===== src/rtl/fifo_upsizer.sv =====
// fifo_upsizer
// Packs RATIO consecutive narrow words drained from an upstream FWFT FIFO
// into one wide word presented to a downstream FIFO write port. Lane 0 of the
// wide word is the first narrow word received.
//
// Optional feature: define FIFO_UPSIZER_FLUSH_EN to honour the flush input.
// When enabled, a flush request is held sticky and emits the partial wide
// word, with out_keep marking only the lanes that were filled. When disabled,
// flush is ignored and out_keep is all ones after the first output.

module fifo_upsizer #(
    parameter int IN_WIDTH  = 32,
    parameter int RATIO     = 4,
    parameter int OUT_WIDTH = IN_WIDTH * RATIO,
    parameter int CNT_WIDTH = $clog2(RATIO) + 1
) (
    input  logic                 clk,
    input  logic                 reset_n,
    input  logic                 in_empty_n,
    input  logic [IN_WIDTH-1:0]  in_dout,
    output logic                 in_read,
    input  logic                 out_full_n,
    output logic                 out_write,
    output logic [OUT_WIDTH-1:0] out_din,
    output logic [RATIO-1:0]     out_keep,
    input  logic                 flush
);

    // Packing state: next lane to fill, partial wide word and its lane mask.
    logic [CNT_WIDTH-1:0] r_cnt;
    logic [OUT_WIDTH-1:0] r_acc;
    logic [RATIO-1:0]     r_kacc;

    // Output register toward the downstream FIFO.
    logic                 r_outWrite;
    logic [OUT_WIDTH-1:0] r_outDin;
    logic [RATIO-1:0]     r_outKeep;

    // Handshake terms.
    logic                 w_drain;
    logic                 w_outFree;
    logic                 w_lastLane;
    logic                 w_accept;
    logic                 w_complete;
    logic                 w_load;

    // Accumulator and mask with the word accepted this cycle already merged.
    logic [OUT_WIDTH-1:0] w_accNext;
    logic [RATIO-1:0]     w_kaccNext;
    logic [RATIO-1:0]     w_keepLoad;

    // The output register is free when it is empty or being drained now.
    assign w_drain    = r_outWrite & out_full_n;
    assign w_outFree  = ~r_outWrite | out_full_n;
    assign w_lastLane = (r_cnt == CNT_WIDTH'(RATIO - 1));

    // Lanes 0..RATIO-2 can always be filled; the last lane needs the output
    // register to be free because filling it loads the output register.
    assign w_accept   = in_empty_n & (~w_lastLane | w_outFree);
    assign w_complete = w_accept & w_lastLane;
    assign in_read    = w_accept;

`ifdef FIFO_UPSIZER_FLUSH_EN
    // Sticky flush request and the two ways it is retired.
    logic r_flushPending;
    logic w_flushService;
    logic w_flushDrop;

    // A pending flush emits whatever is packed (including this cycle's word)
    // once the output register is free; with nothing packed it just retires.
    assign w_flushService = r_flushPending & w_outFree & ((r_cnt != '0) | w_accept);
    assign w_flushDrop    = r_flushPending & (r_cnt == '0) & ~w_accept;
    assign w_load         = w_complete | w_flushService;

    // Hold the flush request until it has been serviced or found empty.
    always_ff @(posedge clk or negedge reset_n) begin
        if (!reset_n) begin
            r_flushPending <= 1'b0;
        end else begin
            r_flushPending <= flush | (r_flushPending & ~w_flushService & ~w_flushDrop);
        end
    end
`else
    // Flush is not supported in this build; keep the port tied off quietly.
    logic w_unusedFlush;
    assign w_unusedFlush = flush;
    assign w_load        = w_complete;
`endif

    // Merge the accepted narrow word into its lane of the accumulator.
    always_comb begin
        w_accNext  = r_acc;
        w_kaccNext = r_kacc;
        for (int i = 0; i < RATIO; i++) begin
            if (w_accept && (r_cnt == CNT_WIDTH'(i))) begin
                w_accNext[i*IN_WIDTH +: IN_WIDTH] = in_dout;
                w_kaccNext[i]                     = 1'b1;
            end
        end
    end

    // A full word always carries an all-ones mask; a flushed word carries the
    // lanes filled so far.
    assign w_keepLoad = w_complete ? {RATIO{1'b1}} : w_kaccNext;

    // Packing state: clear on every load, otherwise advance one lane per accept.
    always_ff @(posedge clk or negedge reset_n) begin
        if (!reset_n) begin
            r_cnt  <= '0;
            r_acc  <= '0;
            r_kacc <= '0;
        end else if (w_load) begin
            r_cnt  <= '0;
            r_acc  <= '0;
            r_kacc <= '0;
        end else if (w_accept) begin
            r_cnt  <= r_cnt + CNT_WIDTH'(1);
            r_acc  <= w_accNext;
            r_kacc <= w_kaccNext;
        end
    end

    // Output register: a load wins over a drain so back-to-back words need no
    // bubble; data and mask hold their last value after a drain.
    always_ff @(posedge clk or negedge reset_n) begin
        if (!reset_n) begin
            r_outWrite <= 1'b0;
            r_outDin   <= '0;
            r_outKeep  <= '0;
        end else if (w_load) begin
            r_outWrite <= 1'b1;
            r_outDin   <= w_accNext;
            r_outKeep  <= w_keepLoad;
        end else if (w_drain) begin
            r_outWrite <= 1'b0;
        end
    end

    assign out_write = r_outWrite;
    assign out_din   = r_outDin;
    assign out_keep  = r_outKeep;

endmodule

===== config.mk =====
export PLATFORM = sky130hd
export DESIGN_NAME = fifo_upsizer
export DESIGN_NICKNAME = d
export VERILOG_FILES = /design/src/rtl/fifo_upsizer.sv
export SDC_FILE = /design/constraint.sdc
export NUM_CORES = 1
export LEC_CHECK = 0
export BUFFER_PORTS_ARGS = -buffer_cell sky130_fd_sc_hd__buf_4
export CORE_ASPECT_RATIO = 0.9
export CORE_UTILIZATION = 25
export DETAILED_ROUTE_END_ITERATION = 12
export PLACE_DENSITY_LB_ADDON = 0.2
export SYNTH_ARGS = -nofsm -noshare
export SYNTH_HDL_FRONTEND = slang
export SYNTH_SLANG_ARGS = --single-unit

===== constraint.sdc =====
create_clock -name clk -period 2.3 [get_ports clk]
set_input_delay 0.115 -clock clk [delete_from_list [all_inputs] [get_ports clk]]
set_output_delay 0.115 -clock clk [all_outputs]
set_load 0.05 [all_outputs]

==> impl_metrics.yaml, run 1 <==
status:
  status: "completed"
worst_setup_path:
  path_max_fanout: 13
  path_delay_family: "buffers and inverters"
  critPathLaunchType: "flip-flop"
  required_ps: 2180
  cpPeakStageDelay_ps: 410
  critPathArrivalTime_ps: 2080
  slowest_stage: "dfrtp_1"
  criticalPathCategory: "reg2out"
  cp_num_buf_inv: 3
  crit_path_end_kind: "primary output"
  worstPathCellList: "ha_2, ha_4, nand3b_4, nand2_8, buf_16, inv_1, buf_6"
pwr:
  ir_worst_vdd_mv: 1.01
  p_leak_nw: 6.29
  powerDensity_nw_per_um2: 1610
  power_mw: 24.0
synthesis:
  avgSynthCellArea_um2: 11.2
  async_reset_ff_frac: 1.00
  synthesis.area_um2: 11700
  syn_nets: 1089
  synth_edf_count: 0
  ys_warn_count: 0
  ys_ff_latch: 229
  ys_seq_area_frac: 0.489
  syn-instance-count: 1047
  synth.distinct_cells: 28
  synth_top_flop_cell: "dfrtp_1"
sta:
  holdWs_ps: 104
  setup-violations-final: 0
  skew_ps: 9.75
  fin_crit_ps: 2190
  tightest_slew_ps: 639
  hold_viol: 0
  fmax_ghz: 0.456
  finalCritPeriodShare: 0.953
  rsz0062_at_grt: "false"
  worst_slack_ps: 109
  slew_headroom: 0.574
  tns_ps: 0
  finalMaxSlewViolations: 0
global_route:
  grt_max_degree: 99
  grt_antenna_before_repair: 1
  grt_pass1_vias: 9407
  grt-ovfl-total: 0
  grt_pass1_wl_mm: 56.1
  grt_util_all_layers: 0.146
floorplanning:
  io_pins: 171
  initial_core_util: 0.256
  core_area_um2: 45800
  die_w_um: 230
  die_area_um2: 47700
  row_count: 74
  die_h_um: 207
drt:
  wirelength_mm: 35.0
  dr.pass1.iters: 4
  wl_per_cell_um: 19.2
  drtAntennaViolNets: 0
  vias: 9037
  drc_errors: 0
  vias_per_cell: 4.97
  drtIter0Drc: 546
placed_design:
  dp.cells: 1735
  io_buffers: 169
  dpl_cell_area_um2: 13600
  place_ws_ps: 171
  hpwl_mm: 20.5
  gp_congestion: 0.705
run:
  drv_cap: 0
finish:
  fin_area_um2: 14900
  drive_above_1_share: 0.302
  syn2layout_area_growth_pct: 27.4
  fill_cells: 4684
  stdcell_count: 1820
  finalNetCount: 1236
  fin_util: 0.326
clock_tree:
  clockRootBuffer: "clkbuf_16"
  clk_path_buf_depth: 3
  ctsHtreeMaxLevel: 1
  path_clk_slew_ps: 60
  cts_tree: "yes"
  cts_made_buffers: 29
  clkLatencyLatePin_ps: 550
  clock-sinks: 229
worst_hold_path:
  hold_class: "in2async"
-- final cells by class --
class / instances / area (um2) / area share
repair buffers: 233 / 2160 / 0.145
clock inverters: 6 / 61.3 / 0.00411
flip-flops and latches: 229 / 5730 / 0.384
inverters: 134 / 503 / 0.0337
clock buffers: 42 / 835 / 0.0559
diodes: 1 / 2.50 / 0.000168
well taps: 608 / 761 / 0.0509
multi-input cells: 567 / 4880 / 0.327
-- routing by layer --
metal  vias up  share of wire  track usage  wire length (um)
met5         -              0            0                 0
met4         0          0.017       0.0288               589
met3        44          0.040       0.0275              1400
met2       163           0.46        0.229             16100
met1      4606           0.48        0.208             16900
li1       4224              -            -                 -
-- report_power, final --
part,internal (mW),switching [mW],leakage [nW]
clock,2.59,1.77,0.439
combinational,4.61,7.90,3.32
sequential,5.93,1.20,2.54
-- what timing repair did --
action / 4_1_cts / 5_1_grt
endpoints found under the hold margin: 431 / 0
hold buffers: 34 / 0
buffers inserted: 0 / 0
setup endpoints to repair: 1 / 1
cloned: 1 / 1
resized for setup: 5 / 2
pin swaps: 0 / 1
-- kinds of logic after synthesis --
| family | Yosys count | synth area share |
|---|---|---|
| buf+inv | 251 | 0.0987 |
| compound gates | 227 | 0.206 |
| fa+ha+maj | 5 | 0.00534 |
| simple gates | 335 | 0.201 |
| flops | 229 | 0.489 |
-- sequential cells by signal, summed over array words and instances (netlist names) --
name and count:
out_din 128, out_keep 1, out_write 1, r_acc 96
r_cnt 3
-- placed cells by master (no fill, tap or decap), types with 2 or more instances in the layout --
master         instances
clkbuf_8               6
nand3_2               24
buf_4                174
inv_1                133
o21ai_0                2
nand3_1                9
clkinv_2               3
ha_1                   3
nand2_1                2
dfrtp_1              229
nand2b_4               3
o21ai_1               31
clkbuf_1               7
and2_4                 2
o221ai_2              88
o221ai_1               8
nor3b_1               96
nand3b_4               4
dlygate4sd3_1         34
nand4_1               96
and3_1                96
buf_12                20
a211o_1               96
clkbuf_16             30
-- worst register-to-register path, stage by stage, from the launching register on --
cell      delay, ps
dfrtp_1         400
ha_2            220
ha_4            170
nand3b_4        160
nand2_8         150
buf_4           520
a211o_1         270
-- cell usage after synthesis, types with 2 or more instances --
| master | count | share of area |
|---|---|---|
| nor3b_1 | 96 | 0.062 |
| and2_4 | 2 | 0.0015 |
| nand4_1 | 96 | 0.051 |
| buf_1 | 5 | 0.0016 |
| o21ai_0 | 2 | 0.00085 |
| buf_6 | 17 | 0.016 |
| nand3_2 | 24 | 0.021 |
| a211o_1 | 96 | 0.072 |
| o21ai_1 | 31 | 0.013 |
| nand2_1 | 2 | 0.00064 |
| and3_1 | 96 | 0.051 |
| clkbuf_2 | 2 | 0.00085 |
| clkbuf_1 | 42 | 0.013 |
| buf_4 | 8 | 0.0051 |
| nand2b_1 | 4 | 0.0021 |
| nand3b_4 | 4 | 0.0068 |
| buf_2 | 43 | 0.018 |
| o221ai_1 | 8 | 0.0060 |
| inv_1 | 133 | 0.043 |
| ha_1 | 5 | 0.0053 |
| o221ai_2 | 88 | 0.11 |
| nand3_1 | 9 | 0.0038 |
| dfrtp_1 | 229 | 0.49 |
-- final timing paths --
| kind | startpoint | end | slack (ps) | depth (start not counted) |
|---|---|---|---|---|
| setup reg to reg | r_cnt[1] | r_acc[21] | 370 | 6 |
| hold / removal | reset_n | r_acc[91] | 100 | 2 |
| max in group asynchronous | reset_n | out_din[75] | 1490 | 3 |
| min in group clk | out_full_n | out_write | 190 | 4 |
| hold reg to reg | r_acc[28] | r_acc[28] | 510 | 1 |
| setup / recovery | r_cnt[1] | in_read | 110 | 7 |
(Power assumes the default switching activity.)
==> inputs of run 2 (changes only) <==
- ABC_AREA: unset -> 1
==> run 2 against run 1 <==
Worst setup slack improved by 97 ps. Critical path type unchanged. Cell count increased by 6.2%. Maximum frequency increased by 4.6%. Critical endpoint unchanged. Die area decreased by 15%. Synthesized cell count increased by 15%. Register-to-register slack got worse by 110 ps. Via count decreased by 7.2%. Largest power group unchanged. Largest cell class unchanged.
==> impl_metrics.yaml, run 2 <==
synthesis:
  ys_seq_area_frac: 0.574
  synth.area.mux_share: 0
  synth-compound-area-share: 0.0175
  synthesis.area_um2: 9980
  synth_top_flop_cell: "dfrtp_1"
  synth_top_area_share: 0.574
  yosysMostFrequentCell: "nand2_1"
  async_reset_ff_frac: 1.00
  avgSynthCellArea_um2: 8.26
  synth_top_family_by_area: "simple AND/OR/NAND/NOR gates"
  ys_ff_latch: 229
  synth-xor-area-share: 0
  syn-instance-count: 1209
  synth_area_leaders: "dfrtp_1, nand2_1, nand4_1"
  synth-simple-area-share: 0.310
  ys_warn_count: 0
  synth_fa_ha_area_frac: 0.00627
  syn_nets: 1251
  synth_edf_count: 0
  synth.distinct_cells: 18
  synth_top_cells_by_count: "nand2_1, dfrtp_1, inv_1, nand3_1, nor2_1"
  synth_top_cell_by_area: "dfrtp_1"
worst_setup_path:
  crit_path_end_kind: "primary output"
  r2r_cells: 10
  slowest_stage: "dfrtp_1"
  cpPeakStageDelay_ps: 400
  critPathLaunchType: "flip-flop"
  critPathArrivalTime_ps: 1980
  worstPathCellList: "ha_1, ha_2, nand3_4, buf_12, nand2_1, inv_2, buf_6"
  criticalPathCategory: "reg2out"
  path_max_fanout: 5
  reg2reg_from: "r_cnt[2]"
  required_ps: 2180
  r2r_end: "out_din[11]"
  r2r_setup_slack_ps: 260
sta:
  rsz0062_at_grt: "false"
  fin_crit_ps: 2090
  tightest_slew_ps: 573
  hold_viol: 0
  slew_headroom: 0.618
  skew_ps: 22.3
  setup-violations-final: 0
  finalMaxSlewViolations: 0
  tns_ps: 0
  finalCritPeriodShare: 0.911
  fmax_ghz: 0.477
global_route:
  grt_max_degree: 134
  grt_pass1_wl_mm: 47.8
  grt-ovfl-total: 0
  grt_util_all_layers: 0.152
  grt_pass1_vias: 7894
  grt_antenna_before_repair: 0
clock_tree:
  cts_made_buffers: 28
  clk_path_buf_depth: 3
  clockRootBuffer: "clkbuf_16"
  cts_tree: "yes"
  clock-sinks: 229
  path_clk_slew_ps: 60
  clkLatencyLatePin_ps: 540
  ctsHtreeMaxLevel: 1
floorplanning:
  initial_core_util: 0.253
  die_area_um2: 40700
  die_h_um: 192
  die_w_um: 213
  io_pins: 171
  core_area_um2: 39500
  row_count: 69
pwr:
  p_leak_nw: 7.19
  power_mw: 21.3
  ir_worst_vdd_mv: 0.655
  powerDensity_nw_per_um2: 1620
drt:
  drtAntennaViolNets: 0
  drtIter0Drc: 502
  drc_errors: 0
  dr.pass1.iters: 5
  wirelength_mm: 30.6
  vias_per_cell: 4.34
  vias: 8385
  wl_per_cell_um: 15.8
finish:
  finalNetCount: 1420
  fill_cells: 4131
  final_common_cell: "nand2_1"
  multi_input_area_um2: 3340
  fin_area_um2: 13100
  drive_above_1_share: 0.178
  seq_area_um2: 5730
  n_antenna_cell: 0
  largest_reg_flops: 128
  syn2layout_area_growth_pct: 31.5
  layout_common_cells: "nand2_1, dfrtp_1, buf_4"
placed_design:
  io_buffers: 169
  hpwl_mm: 19.5
  dpl_cell_area_um2: 11900
  gp_congestion: 0.749
run:
  drv_cap: 0
worst_hold_path:
  holdPathStages: 3
  hold_end: "out_din[112]"
  holdCritStartpoint: "in_dout[16]"
  hold_class: "in2reg"
status:
  status: "completed"
==> run 2: changes by cell type after synthesis, sizes merged, moves of 96 or more <==
cell / change
nor3b: -96
o221ai: -96
nor2: +100
a211o: -96
and3: -96
nand2: +419
==> run 2: final cells by class <==
class                      instances  share of cell area
multi-input combinational        760               0.255
inverter                         138              0.0398
clock inverter                     6             0.00610
clock buffer                      46              0.0662
timing repair buffer             221               0.146
tap                              532              0.0507
sequential                       229               0.436
==> run 2: critical path, delay by kind of cell (launching register included) <==
| family | cells | cell delay, ps |
|---|---|---|
| AND/OR/NAND/NOR | 2 | 200 |
| buffers and inverters | 3 | 410 |
| adder cells (fa/ha/maj) | 2 | 440 |
| flip-flops | 1 | 400 |
==> run 2: how the worst max path moves through the flow <==
stage | from | to | slack (ps) | cells past startpoint
3_3_place_gp | r_cnt[0] | out_din[23] | 370 | 9
6_report | r_cnt[0] | in_read | 210 | 7
3_5_place_dp | r_cnt[0] | out_din[23] | 340 | 9
5_1_grt | r_cnt[0] | in_read | 90 | 7
4_1_cts | r_cnt[0] | in_read | 60 | 7
2_1_floorplan | r_cnt[0] | r_cnt[0] | 520 | 7
==> run 2: layer usage <==
metal  routed length, um  track usage  vias up
li1                    -            -     4138
met1               16000        0.235     4060
met2               12700        0.214      151
met3                1320       0.0267       36
met4                 480       0.0362        0
met5                   0            0        -
==> run 2: through the flow <==
stage,setup slack (ps),hold WS (ps),instances,util
2_1_floorplan,517,-181,1209,-
3_3_place_gp,370,109,1853,0.301
3_5_place_dp,342,110,1853,0.301
4_1_cts,58.1,1.38,1931,0.333
5_1_grt,93.5,26.3,1932,0.333
6_report,206,8.43,1932,0.333
==> run 2: kinds of logic (layout without fill, tap and decap cells) <==
group,after synthesis,after routing
AO/OA/AOI/OAI,35,35
adder cells (fa/ha/maj),5,5
buffers and inverters,220,411
flip-flops,229,229
AND/OR/NAND/NOR,720,720
==> run 2: what timing repair did <==
item	4_1_cts	5_1_grt
gates cloned	1	0
hold buffers	25	0
gates resized for setup	3	0
setup buffers	0	1
setup endpoints to repair	1	1
pin swaps	1	0
hold endpoints to repair	132	0
==> run 2: report_power, final <==
part	internal [mW]	switching (mW)	leakage, nW
combinational	2.93	7.07	3.93
sequential	5.95	0.830	2.79
clock	2.78	1.73	0.469
==> inputs of run 3 (changes only) <==
- CTS_BUF_LIST: unset -> sky130_fd_sc_hd__clkbuf_2
==> run 3 against run 2 <==
Clock power is 34% lower. Maximum frequency fell by 0.30%. Combinational power about the same. Count of clock-buffer cells in the layout is 50 higher. Register-to-register slack worse by 50 ps. First-iteration DRC count up 1.2%.
==> impl_metrics.yaml, run 3 (same netlist as run 2, synthesis figures left out) <==
status:
  status: "completed"
sta:
  tightest_slew_ps: 578
  holdWs_ps: 183
  rsz0062_at_grt: "false"
  fmax_ghz: 0.476
  finalMaxSlewViolations: 0
  hold_viol: 0
  skew_ps: 55.9
  fin_crit_ps: 2100
  finalCritPeriodShare: 0.913
  setup-violations-final: 0
  slew_headroom: 0.614
pwr:
  p_sw_frac: 0.489
  p_clk_frac: 0.149
  p_leak_nw: 7.25
  power_frac_seq: 0.341
  p_int_mw: 10.1
  powerDensity_nw_per_um2: 1530
  p_sw_mw: 9.70
  ir_worst_vdd_mv: 0.675
  pwr-share-comb: 0.510
floorplanning:
  die_h_um: 192
  row_count: 69
  die_w_um: 213
  io_pins: 171
  core_area_um2: 39500
  initial_core_util: 0.253
  die_area_um2: 40700
finish:
  fill_cells: 4209
  fin_util: 0.328
  seq_area_um2: 5730
  drive_above_1_share: 0.217
  finalNetCount: 1481
  syn2layout_area_growth_pct: 29.7
  multi_input_area_um2: 3360
  largest_reg_flops: 128
  final_common_cell: "nand2_1"
  layout_common_cells: "nand2_1, dfrtp_1, buf_4"
placed_design:
  gp_congestion: 0.749
  io_buffers: 169
  hpwl_mm: 19.5
clock_tree:
  clk_path_buf_depth: 3
  clockRootBuffer: "clkbuf_2"
  clkLatencyLatePin_ps: 850
  cts_tree: "yes"
  clock-sinks: 229
  cts_made_buffers: 68
  ctsHtreeMaxLevel: 3
  path_clk_slew_ps: 100
global_route:
  grt_max_degree: 134
  grt_pass1_vias: 8361
  grt-ovfl-total: 0
  grt_pass1_wl_mm: 48.9
  grt_antenna_before_repair: 1
  grt_util_all_layers: 0.158
worst_setup_path:
  cpPeakStageDelay_ps: 400
  path_max_fanout: 3
  path_delay_family: "flip-flops"
  slowest_stage: "dfrtp_1"
  critPathLaunchType: "flip-flop"
  worstPathCellList: "ha_2, ha_4, nand3_4, nand2_4, inv_4, buf_12"
  critPathArrivalTime_ps: 1990
  cp_num_buf_inv: 2
  criticalPathCategory: "reg2out"
  crit_path_end_kind: "primary output"
  required_ps: 2180
drt:
  wl_per_cell_um: 15.7
  vias_per_cell: 4.35
  wirelength_mm: 31.5
  drtAntennaViolNets: 0
  vias: 8726
  drtIter0Drc: 508
  drc_errors: 0
  dr.pass1.iters: 5
worst_hold_path:
  hold_class: "in2reg"
run:
  drv_cap: 0
[run 3: changes by cell type in the layout (fill, tap and decap cells not counted), sizes merged]
cell	change
clkbuf	+50
bufinv	-1
dlygate4sd3	+11
buf	+10
diode	+2
inv	+4
[run 3: worst paths after layout]
kind                        startpoint  cells past startpoint  slack [ps]           to
setup / recovery              r_cnt[0]                      6         200      in_read
hold / removal              out_full_n                      5         180    out_write
setup reg to reg              r_cnt[1]                     11         210  out_din[44]
hold reg to reg            out_din[38]                      2         480  out_din[38]
max in group asynchronous      reset_n                      4        1500   out_din[5]
min in group asynchronous      reset_n                      4         410  out_din[29]
[run 3: cell type report]
type                       count  share of cell area
clock buffer                  96              0.0371
timing repair buffer         242               0.164
sequential                   229               0.442
antenna                        2            0.000386
inverter                     138              0.0406
multi-input combinational    760               0.260
tap                          532              0.0514
clock inverter                 9             0.00473
[run 3: stage by stage]
| stage | cells | TNS [ps] | total power, mW | setup slack, ps | cell area, um2 |
|---|---|---|---|---|---|
| after global placement | 1853 | 0 | 16.8 | 370 | 11900 |
| final | 2008 | 0 | 19.8 | 199 | 13000 |
| after global routing | 2008 | 0 | 21.4 | 23.3 | 13000 |
| after floorplan | 1209 | 0 | 13.8 | 517 | 9980 |
| after CTS | 2005 | -18.4 | 20.1 | -18.4 | 13000 |
| after detailed placement | 1853 | 0 | 16.9 | 342 | 11900 |
[run 3: timing repair]
action	CTS	global route
setup endpoints to repair	1	1
buffers inserted	9	2
gates resized for setup	10	0
gates cloned	1	0
hold buffers	37	0
endpoints found under the hold margin	458	0
pin swaps	3	2
[run 3: power by group through the flow]
stage / clock (mW) / combinational [mW] / sequential, mW
after floorplan: 0 / 3.54 / 10.3
after global placement: 0 / 9.98 / 6.81
after detailed placement: 0 / 10.1 / 6.85
after CTS: 3.13 / 10.2 / 6.78
after global routing: 3.34 / 11.1 / 6.96
final: 2.96 / 10.1 / 6.76
[run 3: tightest hold or removal path, delay by kind of cell]
kind | cells | cell delay, ps
buf+inv | 3 | 720
simple gates | 2 | 170
[run 3: metal layers]
metal,wire length [um],global-route usage,vias up
met5,0,0,-
met4,604,0.0631,0
met3,1560,0.0363,42
met2,13200,0.219,207
met1,16200,0.234,4198
li1,-,-,4279
